File: src/rtl/trivium_host_pkg.sv
// Shared types and sizes for the Trivium host initiator.
package trivium_host_pkg;

  localparam int KEY_BITS  = 80;
  localparam int IV_BITS   = 80;
  localparam int LOAD_BITS = KEY_BITS + IV_BITS;

  typedef enum logic [2:0] {
    IDLE     = 3'd0,
    LOAD     = 3'd1,
    WAIT_RDY = 3'd2,
    STREAM   = 3'd3,
    DONE     = 3'd4
  } state_e;

endpackage

File: src/rtl/trivium_key_shifter.sv
// Parallel-load, MSB-first serializer; last_o marks the final bit on the line.
module trivium_key_shifter #(
  parameter int W = 160
) (
  input  logic         clk,
  input  logic         rst_n,
  input  logic         load,
  input  logic         shift,
  input  logic [W-1:0] din,
  output logic         bit_o,
  output logic         last_o
);
  import trivium_host_pkg::*;

  localparam int CW = $clog2(W + 1);

  logic [W-1:0]  sr_q, sr_d;
  logic [CW-1:0] cnt_q, cnt_d;

  always_comb begin
    sr_d  = sr_q;
    cnt_d = cnt_q;
    if (load) begin
      sr_d  = din;
      cnt_d = '0;
    end else if (shift) begin
      sr_d  = {sr_q[W-2:0], 1'b0};
      cnt_d = cnt_q + CW'(1);
    end else begin
      sr_d  = sr_q;
    end
  end

  always_ff @(posedge clk) begin
    if (!rst_n) begin
      sr_q  <= '0;
      cnt_q <= '0;
    end else begin
      sr_q  <= sr_d;
      cnt_q <= cnt_d;
    end
  end

  assign bit_o  = sr_q[W-1];
  assign last_o = (cnt_q == CW'(W - 1));

endmodule

File: src/rtl/trivium_host.sv
// Host-side sequencer for the Trivium subsystem: serial key/IV load, then
// credit-limited plaintext push and one-at-a-time ciphertext drain.
module trivium_host #(
  parameter int KEY_BITS   = trivium_host_pkg::KEY_BITS,
  parameter int IV_BITS    = trivium_host_pkg::IV_BITS,
  parameter int FIFO_DEPTH = 8,
  parameter int READY_BIT  = 0
) (
  input  logic                CLK,
  input  logic                RST,
  input  logic                start,
  input  logic [KEY_BITS-1:0] key_in,
  input  logic [IV_BITS-1:0]  iv_in,
  input  logic [7:0]          msg_len,
  input  logic [7:0]          pt_data,
  input  logic                pt_valid,
  output logic                pt_ready,
  output logic [7:0]          ct_data,
  output logic                ct_valid,
  input  logic                ct_ready,
  output logic                KEY,
  output logic                STB_KEY,
  output logic [7:0]          DATA,
  output logic                STB_DATA,
  output logic                READ,
  input  logic [7:0]          DATA_OUT,
  input  logic                STB_READ,
  input  logic [7:0]          SIGN_REG,
  output logic                busy,
  output logic                done
);
  import trivium_host_pkg::*;

  localparam int LW  = KEY_BITS + IV_BITS;
  localparam int CRW = $clog2(FIFO_DEPTH + 1);
  localparam logic [CRW-1:0] DEPTH_C = CRW'(FIFO_DEPTH);

  state_e         state_q, state_d;
  logic [7:0]     len_q, len_d, sent_q, sent_d, recv_q, recv_d;
  logic [CRW-1:0] credit_q, credit_d;
  logic           rd_out_q, rd_out_d;
  logic           pt_ready_q, pt_ready_d, ct_valid_q, ct_valid_d;
  logic [7:0]     ct_data_q, ct_data_d, data_q, data_d;
  logic           stb_key_q, stb_key_d, stb_data_q, stb_data_d;
  logic           read_q, read_d, busy_q, busy_d, done_q, done_d;
  logic           start_ok_s, shift_s, last_s, send_s, recv_s;
  logic           unused_sign_s;

  assign start_ok_s    = (state_q == IDLE) && start;
  assign shift_s       = (state_q == LOAD);
  assign unused_sign_s = ^SIGN_REG;

  trivium_key_shifter #(.W(LW)) u_shifter (
    .clk    (CLK),
    .rst_n  (RST),
    .load   (start_ok_s),
    .shift  (shift_s),
    .din    ({key_in, iv_in}),
    .bit_o  (KEY),
    .last_o (last_s)
  );

  always_comb begin
    state_d    = state_q;
    len_d      = len_q;
    sent_d     = sent_q;
    recv_d     = recv_q;
    credit_d   = credit_q;
    rd_out_d   = rd_out_q;
    ct_valid_d = ct_valid_q;
    ct_data_d  = ct_data_q;
    data_d     = data_q;
    stb_key_d  = 1'b0;
    stb_data_d = 1'b0;
    read_d     = 1'b0;
    done_d     = 1'b0;
    send_s     = 1'b0;
    recv_s     = 1'b0;
    case (state_q)
      IDLE: begin
        if (start) begin
          state_d   = LOAD;
          len_d     = msg_len;
          sent_d    = 8'd0;
          recv_d    = 8'd0;
          credit_d  = '0;
          rd_out_d  = 1'b0;
          stb_key_d = 1'b1;
        end else begin
          state_d = IDLE;
        end
      end
      LOAD: begin
        if (last_s) begin
          state_d = WAIT_RDY;
        end else begin
          stb_key_d = 1'b1;
        end
      end
      WAIT_RDY: begin
        if (SIGN_REG[READY_BIT]) begin
          if (len_q == 8'd0) begin
            state_d = DONE;
            done_d  = 1'b1;
          end else begin
            state_d = STREAM;
          end
        end else begin
          state_d = WAIT_RDY;
        end
      end
      STREAM: begin
        send_s = pt_valid && pt_ready_q;
        // Only a response to our own outstanding READ is accepted.
        recv_s = STB_READ && rd_out_q;
        if (send_s) begin
          data_d     = pt_data;
          stb_data_d = 1'b1;
          sent_d     = sent_q + 8'd1;
        end else begin
          data_d = data_q;
        end
        if (ct_valid_q && ct_ready) begin
          ct_valid_d = 1'b0;
        end else begin
          ct_valid_d = ct_valid_q;
        end
        if (recv_s) begin
          ct_data_d  = DATA_OUT;
          ct_valid_d = 1'b1;
          recv_d     = recv_q + 8'd1;
          rd_out_d   = 1'b0;
        end else if (!rd_out_q && !ct_valid_q && (credit_q != '0)) begin
          read_d   = 1'b1;
          rd_out_d = 1'b1;
        end else begin
          rd_out_d = rd_out_q;
        end
        case ({send_s, recv_s})
          2'b10:   credit_d = credit_q + CRW'(1);
          2'b01:   credit_d = credit_q - CRW'(1);
          default: credit_d = credit_q;
        endcase
        if ((recv_q == len_q) && !ct_valid_q) begin
          state_d = DONE;
          done_d  = 1'b1;
        end else begin
          state_d = STREAM;
        end
      end
      DONE:    state_d = IDLE;
      default: state_d = IDLE;
    endcase
    pt_ready_d = (state_d == STREAM) && (sent_d < len_q) && (credit_d < DEPTH_C);
    busy_d     = (state_d != IDLE);
  end

  always_ff @(posedge CLK) begin
    if (!RST) begin
      state_q    <= IDLE;
      len_q      <= 8'd0;
      sent_q     <= 8'd0;
      recv_q     <= 8'd0;
      credit_q   <= '0;
      rd_out_q   <= 1'b0;
      pt_ready_q <= 1'b0;
      ct_valid_q <= 1'b0;
      ct_data_q  <= 8'd0;
      data_q     <= 8'd0;
      stb_key_q  <= 1'b0;
      stb_data_q <= 1'b0;
      read_q     <= 1'b0;
      busy_q     <= 1'b0;
      done_q     <= 1'b0;
    end else begin
      state_q    <= state_d;
      len_q      <= len_d;
      sent_q     <= sent_d;
      recv_q     <= recv_d;
      credit_q   <= credit_d;
      rd_out_q   <= rd_out_d;
      pt_ready_q <= pt_ready_d;
      ct_valid_q <= ct_valid_d;
      ct_data_q  <= ct_data_d;
      data_q     <= data_d;
      stb_key_q  <= stb_key_d;
      stb_data_q <= stb_data_d;
      read_q     <= read_d;
      busy_q     <= busy_d;
      done_q     <= done_d;
    end
  end

  assign pt_ready = pt_ready_q;
  assign ct_valid = ct_valid_q;
  assign ct_data  = ct_data_q;
  assign STB_KEY  = stb_key_q;
  assign DATA     = data_q;
  assign STB_DATA = stb_data_q;
  assign READ     = read_q;
  assign busy     = busy_q;
  assign done     = done_q;

endmodule

File: config.mk
export PLATFORM = sky130hd
export DESIGN_NAME = trivium_host
export DESIGN_NICKNAME = d
export VERILOG_FILES = /design/src/rtl/trivium_host_pkg.sv /design/src/rtl/trivium_key_shifter.sv /design/src/rtl/trivium_host.sv
export SDC_FILE = /design/constraint.sdc
export NUM_CORES = 1
export LEC_CHECK = 0
export BUFFER_PORTS_ARGS = -buffer_cell sky130_fd_sc_hd__buf_2
export CORE_AREA = 8 8 165 167
export DETAILED_ROUTE_END_ITERATION = 6
export DIE_AREA = 0 0 173 175
export GPL_ROUTABILITY_DRIVEN = 0
export PLACE_DENSITY = 0.7
export REMOVE_ABC_BUFFERS = 1
export SETUP_SLACK_MARGIN = 0.05
export SLEW_MARGIN = 30
export SYNTH_ARGS = -nofsm -noshare
export SYNTH_HDL_FRONTEND = slang
export SYNTH_SLANG_ARGS = --single-unit
File: constraint.sdc
create_clock -name CLK -period 6.3 [get_ports CLK]
set_clock_uncertainty 0.2 [all_clocks]
set_input_delay 1.89 -clock CLK [delete_from_list [all_inputs] [get_ports CLK]]
set_output_delay 1.89 -clock CLK [all_outputs]
set_load 0.005 [all_outputs]
### After elaboration in Yosys (flattened, before gate mapping)

Index checks and enable logic that the tools add are counted.

* $add $sub $neg: 5
* magnitude comparators: 2
* equality and inequality tests: 11
* muxes and demuxes: 32
* bitwise gates (word level): 2
* reduce and logical (&&, ||, !) cells: 27

Operators by type and width (number)
* 160-bit 2-to-1 mux: 2
* 8-bit 2-to-1 mux: 4
* 8-bit one-hot mux with 2 select lines: 2
* 8-bit by 1-bit adder with 8-bit output (second input constant): 3
* 4-bit one-hot mux with 2 select lines: 2
* 1-bit 2-to-1 mux: 13
* 3-bit 2-to-1 mux: 4
* 3-bit one-hot mux with 4 select lines: 1
* 2-bit AND reduction: 5
* 3-bit by 2-bit equality test with 1-bit output (second input constant): 3
* 1-bit logical AND: 9
* 8-bit equality test: 1
* 8-bit equality test (second input constant): 1
* 8-bit logical NOT: 1
* 8-bit < comparator: 1
* 1-bit one-hot mux with 2 select lines: 3
* 3-bit AND reduction: 2
* 2-bit nonzero test: 3
* 4-bit by 1-bit adder with 4-bit output (second input constant): 1
* 4-bit < comparator (second input constant): 1
* 4-bit 2-to-1 mux: 1
* 2-bit != test (second input constant): 2
* 4-bit nonzero test: 1
* 4-bit by 1-bit subtractor with 4-bit output (second input constant): 1
* other kinds (10): 12

* bits in registers: 223
* input bits: 198
* word-level logic and storage cells: 96

### Logic depth before layout (Yosys ltp)

Gate-level depths: netlist of run 1.

* depth in word-level cells: 7
* mapped depth: 13
* mapped depth without buffers: 11

### Hierarchy

A second synthesis of run 1 with hierarchy kept.

* cells, all modules: 1239
* area, all modules: 10639.0 um^2

Modules (own cells, without submodules)
* trivium_key_shifter: instances 1, cells each 911, area an instance 7958.9 um^2, sequential area each 3363.2 um^2
* trivium_host: instances 1, cells each 328, area an instance 2680.1 um^2, sequential area each 1101.1 um^2

### Worst setup path before layout of run 1

No wires, ideal clock.

* path kind: input -> register
* from: input start
* to: register pt_ready_q (netlist: pt_ready)
* library setup time: 96 ps
* data arrival time: 3646 ps
* data required time: 6004 ps
* setup slack: 2358 ps
* cell stages on the path: 11
* buffers on the path: 1
* cells stage by stage: or4b_1 > buf_2 > nand2_1 > o21ai_1 > a22o_1 > ha_1 > nand4_1 > nor2_1 > nor2_1 > o311ai_0 > nor4b_1

* longest elaborated chain between the ends: 5
* elaborated cells on any way between the ends: 11
* those cells by class: order compare: 2; eq/ne: 1; mux: 6; reduce/logical: 2

RTL lines
* start: declaration: RTL line trivium_host.sv:11 `input logic start,`
* 8-bit 2-to-1 mux: RTL line trivium_host.sv:81 `if (start) begin`
* 8-bit one-hot mux with 2 select lines: RTL line trivium_host.sv:79 `case (state_q)`
* via sent_d[7]: RTL line trivium_host.sv:39 `logic [7:0] len_q, len_d, sent_q, sent_d, recv_q, recv_d;`
* 8-bit < comparator: RTL line trivium_host.sv:154 `pt_ready_d = (state_d == STREAM) && (sent_d < len_q) && (credit_d < DEPTH_C);`
* 1-bit logical AND (2 in a row): RTL line trivium_host.sv:154
* end signal: assignment: RTL line trivium_host.sv:182 `pt_ready_q <= pt_ready_d;`
* end: declaration: RTL line trivium_host.sv:42 `logic pt_ready_q, pt_ready_d, ct_valid_q, ct_valid_d;`

The timed path passes the listed nets, and every way through them passes these cells.
A chain may end at the register's enable or synchronous reset.

### Worst setup path after layout of run 1

Same ends and word-level chain as after synthesis.

==> reports/results.txt, run 1 <==
Number of buffers inserted by post-CTS setup repair: 0
Shortest clock period the worst path allows after layout: 4088 ps
Maximum achievable frequency: 244.6 MHz
Average via count per standard cell: 5.221
Synthesized instance count: 1,077
Tcrit/Tclk final: 0.6489
CP required: 6510 ps
Number of global-route vias before repair: 8,013
Largest area contributor in the synthesized netlist: sky130_fd_sc_hd__dfxtp_1
Critical path arrival: 4300 ps
Fraction of layout cells with a size suffix above 1: 0.2200
Type of the worst setup path: in2reg
Largest net degree at the start of global routing: 142
Num Clock Sinks: 223
Antenna violation net count after detailed routing: 0
Flip-flop and latch count after synthesis: 223
Post-synth EDFFs: 0
Final count of hold timing violations: 0
Synthesis-to-layout area growth: 22.52%
Die X: 173 um
Top cells by count, synth: 234 x sky130_fd_sc_hd__nand2_1, 223 x sky130_fd_sc_hd__dfxtp_1, 186 x sky130_fd_sc_hd__a21boi_0
Number of remaining DRC errors: 0
Origin of the worst setup path: start
Post-Synthesis Mean Instance Area: 8.929 um2
Worst reg2reg setup slack: 2970 ps
Maximum ir drop on the vdd rail: 0.2080 mV
Dpl hpwl: 16,250 um
Initial antenna violation count: 15
Clock tree buffer depth: 3
Pins Over Slew Limit: 0
Distinct cell type count of the synthesized netlist: 47
Unrepaired setup endpoints after global routing: no
Num CTS Buffers: 25
Leak Pwr: 4.548 nW
CTS tree: built
CTS resizes: 0
Std-Cell Core Area: 0.02467 mm2
Seq/Total Area, Yosys: 0.4642
Critical path cell sequence: buf_2 > or4b_1 > nand2_1 > o21ai_1 > a22o_1 > ha_1 > nand4_1 > nor2_1 > nor2_1 > o311ai_0 > nor4b_1
Final wirelength: 24,890 um
Vias: 8,323
Clock slew at reported path FFs: 60 ps
Cell with the most instances after synthesis: sky130_fd_sc_hd__nand2_1
Setup_tns: 0 ps
Type of the most critical hold path: reg2reg
Die area: 0.03028 mm2
Outcome: finished, final reports clean
Area fraction of the dominant cell type after synthesis: 0.4642
Max capacitance violation total: 0
Worst-path cell with the longest stage delay: sky130_fd_sc_hd__or4b_1
Global routing usage summed across all routing layers: 0.1554
Critical R2R Launch: state_q[1]
Pwr/cell area: 291.6 mW/mm2
Die H: 175 um
Measured slew at the worst slew-check pin: 914.1 ps
Cell occurring most often along the worst timing path: sky130_fd_sc_hd__nor2_1
Main flop type after synthesis: sky130_fd_sc_hd__dfxtp_1
Layout filler cell count: 2,412
Count of port buffers added during placement: 214
Initial standard-cell utilization of the core: 0.3898
Ys async rst share: 0
Critical Path End Type: register
Standard-cell rows: 58
Number of placed I/O pins: 222
Cell at the root of the clock tree: sky130_fd_sc_hd__clkbuf_16
Mean routed wirelength per cell: 15.62 um
Router iterations before antenna repair: 5
Worst path max stage delay: 760 ps
Count of yosys warnings during synthesis: 0
Post-synth design cell area: 0.009617 mm2
Endpoint, Worst Hold: u_shifter.sr_q[159]
Main area contributors after synthesis: sky130_fd_sc_hd__dfxtp_1 46%, sky130_fd_sc_hd__a21boi_0 15%, sky130_fd_sc_hd__a22oi_1 12%
GR Overflow Total: 0
First DRT Iteration DRCs: 534
Number of cells on the worst hold path: 2
Final-layout worst hold slack: 259.6 ps
Destination of the worst register-to-register timing path: pt_ready
First-pass GRT wire length: 40,390 um
Clock H-tree levels: 1
Count of cells along the worst register-to-register path: 9
NumNets Final: 1,454
Number of hold buffers added after cts: 0
Critical Path Source Type: primary input
Remaining max-slew budget at the tightest pin: 0.3888
Maximum fanout along the worst path: 17
Number of setup violations in the final report: 0
Clock Latency Late Sink: 520 ps
Source of the worst hold timing path: u_shifter.sr_q[159]
-- per-stage QoR --
stage               std cells  utilization  setup WS (ps)  area [um2]  total power, W
floorplan                 991            -         -27830        9244        0.001778
global placement         1542       0.4388           1684       10830        0.001891
detailed placement       1542       0.4388           1735       10830        0.001900
CTS                      1587       0.4751           2255       11720        0.003472
global route             1592       0.4773           1920       11780        0.003586
finish                   1594       0.4775           2212       11780        0.003436
-- per-layer routing --
layer / GRT usage / up-vias / wire, um
met4: 0.03234 / 24 / 495
met5: 0 / - / 136
met1: 0.1887 / 3860 / 10720
met2: 0.2490 / 213 / 11140
met3: 0.07144 / 57 / 2405
li1: - / 4169 / -
-- cell families (layout without fill, tap and decap cells) --
group | after synthesis | after routing | share of synthesized area
compound gates | 389 | 389 | 0.2986
simple gates | 326 | 326 | 0.1492
flops | 223 | 223 | 0.4642
buf+inv | 98 | 280 | 0.04345
xor+xnor | 22 | 22 | 0.02004
fa+ha+maj | 15 | 15 | 0.02030
mux | 4 | 4 | 0.004164
other cells | 0 | 5 | 0
-- area by class of cell --
type / instances / area (um2) / area share
multi-input cells: 756 / 4755 / 0.4035
repair buffers: 223 / 1199 / 0.1017
well taps: 330 / 412.9 / 0.03504
flip-flops and latches: 223 / 4464 / 0.3789
clock buffers: 36 / 747.0 / 0.06340
inverters: 12 / 45.04 / 0.003823
diodes: 5 / 12.51 / 0.001062
clock inverters: 9 / 147.6 / 0.01253
-- how the worst max path moves through the flow --
stage	to	slack (ps)	cells after the start
after CTS	pt_ready	2260	11
after detailed placement	pt_ready	1740	9
final	pt_ready	2210	11
after global placement	pt_ready	1680	11
after floorplan	u_shifter.sr_q[0]	-27830	4
after global routing	pt_ready	1920	12
-- report_power, final --
| part | switching [W] | internal, W | leakage [nW] |
|---|---|---|---|
| logic | 0.000188 | 0.000151 | 2.28 |
| registers | 0.0000437 | 0.00149 | 1.82 |
| clock network | 0.000582 | 0.000982 | 0.441 |
| total | 0.000814 | 0.00262 | 4.55 |
-- flip-flops by register name, summed over array words and instances, names as in the netlist --
register         cells
DATA                 8
READ                 1
STB_DATA             1
STB_KEY              1
busy                 1
credit_q             4
ct_data              8
ct_valid             1
done                 1
len_q                8
pt_ready             1
rd_out_q             1
recv_q               8
sent_q               8
state_q              3
u_shifter.cnt_q      8
u_shifter.sr_q     160
-- critical path, delay by kind of cell --
family          cells  cell delay (ps)
fa+ha+maj           1              290
buf+inv             1               80
simple gates        6             1530
compound gates      3              520
-- cell usage in the layout (no fill, tap or decap), drive strengths merged, types with 14 or more instances in the layout --
master / netlist / final
nor2: 26 / 26
clkbuf: 48 / 36
a21boi: 186 / 186
a22oi: 160 / 160
ha: 14 / 14
dfxtp: 223 / 223
xor2: 16 / 16
a21oi: 18 / 18
nand2: 234 / 234
buf: 38 / 223
Power figures use the tool's default switching activity.
==> run 2, diff against run 1 <==
--- a/config.mk
+++ b/config.mk
@@ -10,7 +10,7 @@
 export DETAILED_ROUTE_END_ITERATION = 6
 export DIE_AREA = 0 0 173 175
 export GPL_ROUTABILITY_DRIVEN = 0
-export PLACE_DENSITY = 0.7
+export PLACE_DENSITY = 0.73
 export REMOVE_ABC_BUFFERS = 1
 export SETUP_SLACK_MARGIN = 0.05
 export SLEW_MARGIN = 30
==> constraint.sdc (replaced) <==
create_clock -name CLK -period 3.4 [get_ports CLK]
set_clock_uncertainty 0.2 [all_clocks]
set_input_delay 1.02 -clock CLK [delete_from_list [all_inputs] [get_ports CLK]]
set_output_delay 1.02 -clock CLK [all_outputs]
set_load 0.005 [all_outputs]
==> run 2 against run 1 <==
  * Global-route usage is 0.25 points higher
  * Cell count up 0.56%
  * Via count increased by 1.2%
  * Critical path depth fell by 1
  * Clock power is 69% higher
  * Die area unchanged
  * Hold slack improved by 0.68 ps
  * Count of clock-buffer cells in the layout grew 3
  * Sequential share of layout area shrank 0.064 points
  * Cell area is 0.17% higher
  * Combinational power rose by 91%
  * Largest cell class unchanged
  * Highest routed layer unchanged
==> reports/results.txt, run 2 (synthesized netlist as in run 1, its figures left out) <==
Maximum fanout along the worst path: 9
Number of buffers inserted by post-CTS setup repair: 0
Num Clock Sinks: 223
Fraction of layout cells with a size suffix above 1: 0.2230
Number of cells on the worst hold path: 2
Remaining max-slew budget at the tightest pin: 0.6021
Worst-path cell with the longest stage delay: sky130_fd_sc_hd__dfxtp_1
Mean routed wirelength per cell: 15.62 um
Maximum ir drop on the vdd rail: 0.3924 mV
Standard-cell rows: 58
Die area: 0.03028 mm2
Endpoint, Worst Hold: u_shifter.sr_q[21]
Share of total power in combinational logic: 0.106
Worst path max stage delay: 490 ps
Source of the worst hold timing path: u_shifter.sr_q[21]
Maximum achievable frequency: 359.0 MHz
Average via count per standard cell: 5.254
Number of buffers and inverters on the critical path: 0
Final wirelength: 25,040 um
CP required: 3600 ps
Initial standard-cell utilization of the core: 0.3898
Type of the worst setup path: reg2reg
Top cell family by delay on the critical path: simple AND/OR/NAND/NOR gates
Max capacitance violation total: 0
Largest reg by FF count: u_shifter.sr_q
GR Overflow Total: 0
Largest net degree at the start of global routing: 120
Type of the most critical hold path: reg2reg
Top routing layer in use: met5
Count of cells along the worst register-to-register path: 10
Commonest non-fill, non-tap cell in the layout: sky130_fd_sc_hd__nand2_1
Met1 wire length: 10,700 um
Clock tree buffer depth: 3
Critical path arrival: 2990 ps
Critical path cell sequence: ha_1 > nand3_1 > nor3_1 > xnor2_1 > o21ai_0 > ha_1 > nor2b_1 > o21ai_0 > o311ai_0 > nor4b_1
Measured slew at the worst slew-check pin: 596.8 ps
Pins Over Slew Limit: 0
Number of setup violations in the final report: 0
Clock Latency Late Sink: 530 ps
Dpl hpwl: 16,950 um
Outcome: finished, final reports clean
Critical Path Source Type: register
Met3 WL post-DR: 2529 um
Final-layout worst hold slack: 260.3 ps
Final count of hold timing violations: 0
Vias: 8,422
Detail Route met2 WL: 11,170 um
Number of placed I/O pins: 222
Post-layout instance count excluding filler cells: 1,603
CTS tree: built
Internal Dissipation: 0.004636 W
Shortest clock period the worst path allows after layout: 2786 ps
Placed cells: 1,554
Antenna violation net count after detailed routing: 0
Die X: 173 um
Router iterations before antenna repair: 5
Destination of the worst register-to-register timing path: pt_ready
NumNets Final: 1,464
Fraction of power consumed by the clock network: 0.429
Commonest non-fill, non-tap cells in the layout: 234 x sky130_fd_sc_hd__nand2_1, 223 x sky130_fd_sc_hd__dfxtp_1, 213 x sky130_fd_sc_hd__buf_2, 186 x sky130_fd_sc_hd__a21boi_0, 160 x sky130_fd_sc_hd__a22oi_1
Post-route core utilization: 0.4783
Cell at the root of the clock tree: sky130_fd_sc_hd__clkbuf_16
Synthesis-to-layout area growth: 22.73%
Num CTS Buffers: 25
Number of global-route vias before repair: 8,308
Initial antenna violation count: 11
Clock H-tree levels: 1
Leak Pwr: 4.557 nW
Largest register FFs: 160
Worst reg2reg setup slack: 610 ps
CTS resizes: 0
Critical R2R Launch: sent_q[0]
Number of remaining DRC errors: 0
Die H: 175 um
Switching Fraction: 0.2425
Count of port buffers added during placement: 214
Std-Cell Core Area: 0.02467 mm2
Share of power burned in registers: 0.464
Number of hold buffers added after cts: 0
Global routing usage summed across all routing layers: 0.1579
Pwr/cell area: 518.6 mW/mm2
Unrepaired setup endpoints after global routing: no
Clock slew at reported path FFs: 60 ps
Power dissipated by switching net loads: 0.001484 W
Critical Path End Type: register
Tcrit/Tclk final: 0.8193
First-pass GRT wire length: 41,040 um
First DRT Iteration DRCs: 549
==> run 2: cell count changes in the layout (fill, tap and decap cells not counted), moves of 2 or more <==
| cell | change |
|---|---|
| sky130_fd_sc_hd__clkbuf_1 | +4 |
| sky130_fd_sc_hd__buf_12 | +4 |
| sky130_fd_sc_hd__buf_4 | +7 |
| sky130_fd_sc_hd__clkinv_2 | -2 |
| sky130_fd_sc_hd__bufinv_16 | -3 |
==> run 2: layout make-up <==
| cell class | instances | area (um2) |
|---|---|---|
| fill | 2410 | 12870 |
| multi-input combinational | 756 | 4755 |
| sequential | 223 | 4464 |
| timing repair buffer | 233 | 1304 |
| clock buffer | 39 | 748.2 |
| tap | 330 | 412.9 |
| clock inverter | 6 | 63.81 |
| inverter | 12 | 45.04 |
| antenna | 4 | 10.01 |
==> run 2: tightest hold or removal path: cells and delay by family (launching register included) <==
kind,cells,cell delay (ps)
DFF,1,300
AOI/OAI and AO/OA,1,60
and+or+nand+nor,1,40
==> run 2: worst max path at each step <==
stage	start	endpoint	slack [ps]	cells past startpoint
after floorplan	start	u_shifter.sr_q[0]	-29860	4
final	sent_q[0]	pt_ready	610	10
after CTS	sent_q[0]	pt_ready	620	10
after detailed placement	start	pt_ready	90	11
after global placement	pt_valid	pt_ready	160	11
after global routing	sent_q[0]	pt_ready	390	10
==> run 2: per-layer routing <==
layer  vias up  GRT usage
met5         -          0
li1       4184          -
met1      3926     0.1927
met4        16    0.04096
met3        55    0.06821
met2       241     0.2515
==> run 2: power by group through the flow <==
stage          Sequential [W]  Clock, W  Combinational, W
2_1_floorplan         0.00287         0          0.000420
6_report              0.00284   0.00263          0.000651
3_5_place_dp          0.00290         0          0.000657
5_1_grt               0.00286   0.00280          0.000733
4_1_cts               0.00284   0.00270          0.000659
3_3_place_gp          0.00289         0          0.000641
==> run 2: stage by stage <==
stage / instance area [um2] / power, W / setup slack [ps] / TNS, ps
after floorplan: 9244 / 0.003294 / -29860 / -4897380
after global placement: 10980 / 0.003533 / 158.4 / 0
after detailed placement: 10980 / 0.003554 / 93.41 / 0
after CTS: 11790 / 0.006200 / 616.7 / 0
after global routing: 11800 / 0.006391 / 386.2 / 0
final: 11800 / 0.006120 / 614.3 / 0
